$ cat src/rtl/mem_access_unit.sv
// mem_access_unit: bridges the MEM stage's load/store request onto a req/ack
// data bus. Steers store byte lanes, extracts and extends load data, stalls
// the pipeline while a transfer is outstanding, flags misaligned requests and
// latches a sticky error when the bus fails to acknowledge in time.
//
// state | meaning
// IDLE  | no transfer outstanding; a valid aligned request is launched
// BUSY  | bus_req held high, waiting for bus_ack or timeout
// DONE  | one cycle with stall low so the pipeline advances past the request
module mem_access_unit #(
  parameter int TIMEOUT_CYCLES = 256,
  parameter int CNT_W          = 9
) (
  input  logic        clk,
  input  logic        rst_n,
  input  logic        req_valid,
  input  logic        req_we,
  input  logic [2:0]  req_type,
  input  logic [31:0] req_addr,
  input  logic [31:0] req_wdata,
  output logic [31:0] rsp_rdata,
  output logic        stall,
  output logic        misalign,
  output logic        bus_err,
  output logic        bus_req,
  output logic        bus_we,
  output logic [31:0] bus_addr,
  output logic [3:0]  bus_wstrb,
  output logic [31:0] bus_wdata,
  input  logic        bus_ack,
  input  logic [31:0] bus_rdata
);

  typedef enum logic [1:0] {IDLE, BUSY, DONE} state_t;

  state_t           state;
  logic [CNT_W-1:0] cnt;
  logic [2:0]       type_q;
  logic [1:0]       off_q;

  logic             mis_raw;
  logic [3:0]       strb_c;
  logic [31:0]      wdata_c;
  logic [7:0]       byte_c;
  logic [15:0]      half_c;
  logic [31:0]      load_c;

  // Alignment check; unknown type encodings are rejected as misaligned.
  always_comb begin
    mis_raw = 1'b1;
    case (req_type)
      3'b000, 3'b100: mis_raw = 1'b0;
      3'b001, 3'b101: mis_raw = req_addr[0];
      3'b010:         mis_raw = |req_addr[1:0];
      default:        mis_raw = 1'b1;
    endcase
  end

  assign misalign = req_valid & mis_raw;
  assign stall    = ((state == IDLE) & req_valid & ~mis_raw) | (state == BUSY);

  // Store lane steering: replicate the data across the word, strobe the target lanes.
  always_comb begin
    strb_c  = 4'b1111;
    wdata_c = req_wdata;
    case (req_type[1:0])
      2'b00: begin
        strb_c  = 4'b0001 << req_addr[1:0];
        wdata_c = {4{req_wdata[7:0]}};
      end
      2'b01: begin
        strb_c  = 4'b0011 << req_addr[1:0];
        wdata_c = {2{req_wdata[15:0]}};
      end
      default: begin
        strb_c  = 4'b1111;
        wdata_c = req_wdata;
      end
    endcase
  end

  // Load extract/extend from the registered offset and type.
  always_comb begin
    byte_c = 8'h00;
    case (off_q)
      2'd0:    byte_c = bus_rdata[7:0];
      2'd1:    byte_c = bus_rdata[15:8];
      2'd2:    byte_c = bus_rdata[23:16];
      default: byte_c = bus_rdata[31:24];
    endcase
    half_c = off_q[1] ? bus_rdata[31:16] : bus_rdata[15:0];
    load_c = bus_rdata;
    case (type_q)
      3'b000:  load_c = {{24{byte_c[7]}}, byte_c};
      3'b001:  load_c = {{16{half_c[15]}}, half_c};
      3'b100:  load_c = {24'h0, byte_c};
      3'b101:  load_c = {16'h0, half_c};
      default: load_c = bus_rdata;
    endcase
  end

  // Transfer sequencer with registered bus fields, response and error flag.
  always_ff @(posedge clk) begin
    if (!rst_n) begin
      state     <= IDLE;
      cnt       <= '0;
      type_q    <= 3'b000;
      off_q     <= 2'b00;
      bus_req   <= 1'b0;
      bus_we    <= 1'b0;
      bus_err   <= 1'b0;
      bus_addr  <= '0;
      bus_wstrb <= 4'b0000;
      bus_wdata <= '0;
      rsp_rdata <= '0;
    end else begin
      case (state)
        IDLE: begin
          if (req_valid && !mis_raw) begin
            bus_req   <= 1'b1;
            bus_we    <= req_we;
            bus_addr  <= {req_addr[31:2], 2'b00};
            bus_wstrb <= req_we ? strb_c : 4'b0000;
            bus_wdata <= req_we ? wdata_c : 32'h0;
            type_q    <= req_type;
            off_q     <= req_addr[1:0];
            cnt       <= '0;
            state     <= BUSY;
          end
        end
        BUSY: begin
          if (bus_ack) begin
            bus_req   <= 1'b0;
            rsp_rdata <= load_c;
            state     <= DONE;
          end else if (cnt == CNT_W'(TIMEOUT_CYCLES - 1)) begin
            bus_req   <= 1'b0;
            bus_err   <= 1'b1;
            rsp_rdata <= '0;
            state     <= DONE;
          end else begin
            cnt <= cnt + 1'b1;
          end
        end
        DONE: state <= IDLE;
        default: state <= IDLE;
      endcase
    end
  end

endmodule

$ cat config.mk
export PLATFORM = sky130hd
export DESIGN_NAME = mem_access_unit
export DESIGN_NICKNAME = d
export VERILOG_FILES = /design/src/rtl/mem_access_unit.sv
export SDC_FILE = /design/constraint.sdc
export NUM_CORES = 1
export LEC_CHECK = 0
export ABC_CLOCK_PERIOD_IN_PS = 4990
export CORE_MARGIN = 5
export CORE_UTILIZATION = 47
export CTS_BUF_LIST = sky130_fd_sc_hd__clkbuf_16
export DETAILED_ROUTE_END_ITERATION = 8
export PLACE_DENSITY_LB_ADDON = 0.2
export SKIP_LAST_GASP = 1
export SLEW_MARGIN = 20
export SYNTH_ARGS = -nofsm -noshare
export SYNTH_HDL_FRONTEND = slang
export SYNTH_SLANG_ARGS = --single-unit
$ cat constraint.sdc
create_clock -name clk -period 4.99 [get_ports clk]
set_input_delay 1.2475 -clock clk [delete_from_list [all_inputs] [get_ports clk]]
set_output_delay 1.2475 -clock clk [all_outputs]
set_load 0.05 [all_outputs]
# Word level (Yosys, flattened, before mapping)
# Index checks and enable logic that the tools add are counted.
# classes
add_sub_neg,1
n_eq_ne,16
shift,2
mux,22
n_bitwise,6
n_reduce_logical,18
# ops
operator,n
$pmux W32 S4,1
$mux W32,3
$pmux W32 S2,1
$mux W9,3
$pmux W8 S3,1
$pmux W9 S2,1
$mux W16,1
$eq A3 B3 Y1 const B,4
$add A9 B1 Y9 const B,1
$eq A9 B8 Y1 const B,1
$pmux W4 S2,1
$eq A2 B1 Y1 const B,3
$eq A3 B1 Y1 const B,2
$logic_not A2 Y1,3
$logic_not A3 Y1,2
$mux W2,3
$reduce_and A2 Y1,3
$reduce_and A3 Y1,2
$reduce_or A2 Y1,3
$mux W4,1
$ne A2 B2 Y1 const B,2
$pmux W2 S2,1
$reduce_and A4 Y1,1
$reduce_bool A2 Y1,2
other kinds (14),19
# totals
register_bits,117

# Longest topological paths before layout
# logic_depth
word_depth,7
mapped_depth,9
ltp_nobuf,8

# Least setup slack after synthesis
# Ideal clock, no wire load.
# synth_timing
kind,input-to-output
start,input req_type[0]
end,output misalign
arrival_ns,2.681
path_slack_ns,1.062
stages,3
n_path_buf,1
cell_sequence,clkbuf_2 -> a21oi_2 -> nor3b_1
# synth_between
elab_chain_cells,4
elab_cells_between_ends,9
cone_classes,4 x eq/ne; 1 x mux; 1 x bitwise; 3 x reduce/logical
# synth_lines
item,line,source
"start, declared",18,"input logic [2:0] req_type,"
"$eq A3 B1 Y1, or another cell as far along",51,case (req_type)
$reduce_or A2 Y1,51,
$pmux W1 S3 (*),51,
$and A1 B1 Y1 (*),59,assign misalign = req_valid & mis_raw;
"end, declared",23,"output logic misalign,"
# Mark *: on every way between the ends. The rest lies on a longest branch, timed or not.

# Worst setup path in the final report
# layout_timing
start,input req_addr[0]
end,output stall
# layout_between
elab_chain_cells,5
# layout_lines
item,line,source
"start, declared",19,"input logic [31:0] req_addr,"
$reduce_or A2 Y1,54,3'b010: mis_raw = |req_addr[1:0];
$pmux W1 S3 (*),51,
$not A1 Y1 (*),60,assign stall = ((state == IDLE) & req_valid & ~mis_raw) | (state == BUSY);
$and A1 B1 Y1 (*),60,
$or A1 B1 Y1 (*),60,
"end, declared",22,"output logic stall,"
# Marks and branches as above.

==> impl_metrics.py <==
metrics = {
    "synth": {
        "syn_inst": 573,
        "synthXorXnorAreaFrac": 0.00172,
        "seq_area_frac_synth": 0.460,
        "synthSimpleGateAreaFrac": 0.152,
        "synth_fa_ha_area_frac": 0.00491,
        "yosys_warnings": 0,
        "synth_edf_count": 0,
        "syn_area_mm2": 0.00509,
        "synthArstFlopShare": 0,
        "synth_top_family_by_area": "compound AO/OA/AOI/OAI gates",
        "synth_ff_type": "dfxtp_1",
        "synth_compound_area_frac": 0.250,
        "synth.mux.area_fraction": 0.0794,
        "ys_types": 53,
        "synth-seq-cells": 117,
        "synth_area_per_cell_um2": 8.89,
    },
    "timing": {
        "finalWorstSetupSlack_ns": 0.967,
        "hold_violations": 0,
        "fmax_mhz": 249,
        "final.setup.tns_ns": 0,
        "period_needed_ns": 4.02,
        "fin_skew_ns": 0.00843,
        "setup_viol": 0,
        "grt_setup_unrepaired": "false",
        "slew_violations": 0,
        "slew_headroom": 0.279,
        "worst_pin_slew_ns": 1.08,
        "fin_crit_sh": 0.806,
    },
    "detailed_routing": {
        "drt.antenna.violating_nets": 0,
        "wl_per_cell_um": 18.5,
        "drc": 0,
        "wl_mm": 16.8,
        "routed-via-count": 5117,
        "vias_per_cell": 5.63,
        "drtIter0Drc": 328,
        "dr.pass1.iters": 5,
    },
    "pwr": {
        "peakVddDrop_mv": 0.223,
        "total_power_mw": 2.44,
        "p_leak_nw": 2.78,
        "pwr_density_cell_mw_per_mm2": 317,
    },
    "worst_hold_path": {
        "hold_path_class": "reg2reg",
    },
    "worst_setup_path": {
        "cp_max_fo": 7,
        "cp-end-kind": "output pin",
        "required_ns": 3.74,
        "start_kind": "primary input",
        "crit_arrival_ns": 2.78,
        "critPathKind": "in2out",
    },
    "cts": {
        "cts_made_buffers": 17,
        "cts_hold_buf": 0,
        "tritoncts": "yes",
        "postCtsSetupRepairBufs": 0,
        "clkLatencyLatePin_ns": 0.42,
        "root_buffer": "clkbuf_16",
        "clkTransAtPathRegs_ns": 0.05,
        "cts.sinks": 117,
        "htree_levels": 4,
        "ctsLongestPathBuffers": 2,
        "cts_resized": 0,
    },
    "place": {
        "dp_hpwl_mm": 12.0,
        "postPlaceCellArea_mm2": 0.00717,
        "place.gp.congestion": 0.867,
        "portBuffers": 206,
        "preCtsSetupSlack_ns": 0.969,
    },
    "cells_and_area": {
        "seq_area_mm2": 0.00234,
        "fin_area_mm2": 0.00769,
        "nets": 864,
        "multi_input_area_mm2": 0.00251,
        "diodes": 0,
        "fill_cells": 843,
        "drive_gt1_frac": 0.0767,
        "area_delta_synth_final_pct": 51.0,
    },
    "global_route": {
        "met2_usage": 0.419,
        "grt_start_max_net_pins": 54,
        "track_usage": 0.251,
        "gr-usage-met1": 0.277,
        "globalRoute.totalOverflow": 0,
        "antenna_found_initial": 0,
        "use_met3": 0.104,
        "grt_pass1_wl_mm": 25.8,
        "grt_pass1_vias": 5207,
        "top_usage_layer": "met2",
    },
    "outcome": {
        "outcome": "completed",
    },
    "die": {
        "die_x_um": 114,
        "core-area_mm2": 0.0107,
        "rows": 38,
        "initial_core_util": 0.474,
        "die_h_um": 114,
        "ioPinCount": 209,
        "die_area_mm2": 0.0130,
    },
    "run": {
        "drv_cap": 0,
    },
}
## state kept, by name (all words and copies together), names as in the netlist
signal     cells
state          2
bus_we         1
bus_err        1
off_q          2
bus_wdata     32
bus_req        1
bus_addr      30
cnt            9
type_q         3
bus_wstrb      4
rsp_rdata     32
## Yosys cell counts (4+ instances only)
library cell,instances,area share
dfxtp_1,117,0.46
nand2_1,107,0.079
a21oi_1,81,0.080
mux2i_1,28,0.055
clkbuf_1,24,0.018
o21ai_0,23,0.023
o2bb2ai_1,19,0.033
a22o_1,17,0.029
a22oi_1,16,0.024
mux2_2,10,0.022
nand2b_1,10,0.012
nor2_1,10,0.0074
buf_2,9,0.0088
nand3_1,9,0.0088
a32o_1,8,0.016
nor3_1,8,0.0079
a221oi_1,7,0.012
a31o_2,7,0.012
buf_4,6,0.0088
buf_1,5,0.0037
inv_1,5,0.0037
or3_1,4,0.0049
## area by class of cell
type / instances / share of cell area
clock buffer: 17 / 0.0553
clock inverter: 13 / 0.00716
inverter: 6 / 0.00293
multi-input combinational: 403 / 0.327
sequential: 117 / 0.305
tap: 140 / 0.0228
timing repair buffer: 213 / 0.280
## path summary, 6_finish.rpt
kind | endpoint | depth (start not counted) | startpoint | slack (ns)
max | stall | 5 | req_addr[0] | 0.97
min reg2reg | bus_addr[2]$_SDFFE_PN0P_ | 2 | bus_addr[2]$_SDFFE_PN0P_ | 0.45
max reg2reg | rsp_rdata[27]$_SDFFE_PN0P_ | 4 | type_q[1]$_SDFFE_PN0P_ | 2.51
min | bus_addr[2]$_SDFFE_PN0P_ | 2 | bus_addr[2]$_SDFFE_PN0P_ | 0.45
## cells by family after synthesis
logic type | after synthesis
DFF | 117
and+or+nand+nor | 167
AOI/OAI and AO/OA | 192
muxes | 39
adders and majority gates | 2
xor gates and xnor gates | 1
other | 1
buffers and inverters | 54
## layer usage
layer  routed length (um)  vias up
met3                 1660       45
li1                     -     2437
met2                 8080      236
met5                    0        -
met4                  544        0
met1                 6490     2399
## report_power, final
part	internal, mW	switching [mW]
clock network	0.605	0.399
registers	0.969	0.0274
logic	0.186	0.252
total	1.76	0.678
## metrics by stage
| stage | hold WS [ns] | util | cells |
|---|---|---|---|
| after floorplan | 0.451 | - | 574 |
| after CTS | 0.454 | 0.712 | 908 |
| final | 0.453 | 0.715 | 909 |
| after global placement | 0.442 | 0.667 | 878 |
| after detailed placement | 0.446 | 0.667 | 878 |
| after global routing | 0.475 | 0.715 | 909 |
## worst max-delay path, cell delays in order
cell and delay, ns:
clkdlybuf4s50_1 0.65, a21oi_2 0.16, o21a_1 0.22, or2_2 0.33
buf_12 0.16
## cells in the final DEF (no fill, tap or decap), drive strengths merged, types with 2 or more instances in the layout
cell type and instances:
a21o 2, a21oi 82, a221oi 7, a22o 17
a22oi 17, a31o 7, a31oi 2, a32o 8
and2 2, and3 3, buf 9, clkbuf 17
clkdlybuf4s50 204, clkinv 9, conb 2, dfxtp 117
ha 2, inv 10, mux2 11, mux2i 28
nand2 107, nand2b 10, nand3 10, nor2 11
nor2b 2, nor3 8, nor3b 3, o21ai 25
o2bb2ai 19, or2 2, or3 4
Power figures use the tool's default switching activity.
==> variant (config.mk and constraints unchanged) <==
Reset style: asynchronous (`rst_n`), changed in one clocked block.
--- a/src/rtl/mem_access_unit.sv
+++ b/src/rtl/mem_access_unit.sv
@@ -100,7 +100,7 @@
   end
 
   // Transfer sequencer with registered bus fields, response and error flag.
-  always_ff @(posedge clk) begin
+  always_ff @(posedge clk or negedge rst_n) begin
     if (!rst_n) begin
       state     <= IDLE;
       cnt       <= '0;
Check against the original RTL: differs if rst_n is asserted again (counterexample within 4 cycles, from zero or initial values and one cycle with rst_n low); with rst_n held inactive, the same outputs for 4 cycles.
==> variant against the unedited design <==
Global-route usage decreased by 2.3 points; non-clock buffer count unchanged; synthesized area increased by 7.0%; wire length decreased by 6.9%; clock skew decreased by 0.90 ps; fmax increased by 0.17%; sequential cell count unchanged; setup slack improved by 6.8 ps; synthesized cell count decreased by 9.2%; cell area increased by 6.6%.
Power is not compared: it rests on default switching activity, and its combinational part moved more than twofold at a synthesized area within 25%.
==> variant: results (changes against the unedited design) <==
\begin{tabular}{lr}
\hline
Metric & Value \\
\hline
\multicolumn{2}{l}{\textbf{Outcome}} \\
Outcome & finished clean \\
\multicolumn{2}{l}{\textbf{Global routing}} \\
Global Route met2 Usage & 0.379 (-0.0405) \\
Largest net degree at the start of global routing & 115 (+110\%) \\
Met3 track demand over resource & 0.0884 (-0.0152) \\
First-pass GRT wire length & 25.8 mm (+0.27\%) \\
Total global routing track utilization & 0.227 (-0.0234) \\
Met1 capacity usage during global routing & 0.270 (-0.00706) \\
Vias in the first global route & 4926 (-5.4\%) \\
Antenna violations before repair & 0 (unchanged) \\
\multicolumn{2}{l}{\textbf{Logic synthesis}} \\
Fraction of registers with async set or reset after synthesis & 1.00 (+1.00) \\
Sequential share of the synthesized area & 0.537 (+0.0775) \\
Yosys cell types & 41 (-23\%) \\
Synth warnings & 0 (unchanged) \\
Cells taking the most area after synthesis & sky130\_fd\_sc\_hd\_\_dfrtp\_1, sky130\_fd\_sc\_hd\_\_mux2\_2, sky130\_fd\_sc\_hd\_\_nand2\_1 \\
Synthesized area per cell & 10.5 sq um (+18\%) \\
Flip-flop cell with the highest count after synthesis & sky130\_fd\_sc\_hd\_\_dfrtp\_1 \\
\multicolumn{2}{l}{\textbf{Worst setup path}} \\
Critical path's largest stage delay & 430 ps (-220 ps) \\
Worst setup path startpoint & req\_type[0] \\
CP arrival & 2770 ps (about the same) \\
Reg2reg start & off\_q[1] \\
\multicolumn{2}{l}{\textbf{Detailed routing}} \\
Routed met1 length & 6.18 mm (-4.8\%) \\
Wirelength, routed & 15.6 mm (-6.9\%) \\
Routed length on met2 & 7.66 mm (-5.2\%) \\
WL met3 & 1.49 mm (-10\%) \\
Via count & 4655 (-9.0\%) \\
Pre-Repair DR Iteration Count & 4 (-1) \\
Starting DRC count in detailed routing & 424 (+29\%) \\
\multicolumn{2}{l}{\textbf{Clocking}} \\
Buffer count from post-CTS setup fixing & 0 (unchanged) \\
Worst-Skew Late Latency & 400 ps (-20 ps) \\
\multicolumn{2}{l}{\textbf{Placement}} \\
Weighted congestion at the end of routability-driven global placement & 0.871 (+0.53\%) \\
Number of instances in the placed design & 838 (-4.6\%) \\
Detailed placer's ending HPWL & 11.2 mm (-6.7\%) \\
\multicolumn{2}{l}{\textbf{Final layout}} \\
Share of cells above drive strength 1 & 0.132 (+0.0553) \\
Non-Filler Instances & 870 (-4.3\%) \\
Net count reported at finish & 820 (-5.1\%) \\
\multicolumn{2}{l}{\textbf{Timing}} \\
Clock skew & 7.54 ps (-0.898 ps) \\
Relative slew slack & 0.344 (+0.0649) \\
\hline
\end{tabular}
[variant: power groups by stage]
| stage | Clock (mW) | Sequential [mW] | Combinational [mW] |
|---|---|---|---|
| 2_1_floorplan | 0 | 2.36 | 0.510 |
| 3_3_place_gp | 0 | 1.44 | 2.20 |
| 3_5_place_dp | 0 | 1.46 | 2.23 |
| 4_1_cts | 1.33 | 1.45 | 2.24 |
| 5_1_grt | 1.39 | 1.49 | 2.34 |
| 6_report | 1.32 | 1.45 | 2.22 |
[variant: kinds of logic after synthesis]
group,synth area share
flops,0.537
fa+ha+maj,0.00459
buf+inv,0.0400
simple gates,0.110
xor+xnor,0.00965
mux,0.151
compound gates,0.146
other cells,0.000688
[variant: through the flow]
step           worst slack [ps]  total power, mW  cell area (sq um)  hold slack, ps
2_1_floorplan              1150             2.87               5450             469
3_3_place_gp                964             3.64               7550             444
3_5_place_dp                985             3.69               7550             450
4_1_cts                     986             5.01               8190             462
5_1_grt                     936             5.21               8200             501
6_report                    974             4.98               8200             459
[variant: area by class of cell]
| class | count | area [sq um] |
|---|---|---|
| inverter | 5 | 18.8 |
| clock inverter | 15 | 211 |
| clock buffer | 17 | 425 |
| timing repair buffer | 213 | 2120 |
| fill | 873 | 3170 |
| multi-input combinational | 360 | 2310 |
| sequential | 117 | 2930 |
| tap | 143 | 179 |
[variant: worst paths after layout]
path	to	slack, ps	cells past startpoint
max	stall	970	6
min	bus_err	460	1
max reg2reg	rsp_rdata[24]	2400	4
min reg2reg	bus_err	460	1
max in group asynchronous	cnt[3]	3260	2
min in group asynchronous	rsp_rdata[25]	790	1
[variant: worst register-to-register path: cells and delay by family (launching register included)]
kind | cells | cell delay (ps)
multiplexers | 1 | 620
flip-flops | 1 | 770
AO/OA/AOI/OAI | 2 | 760
AND/OR/NAND/NOR | 1 | 300
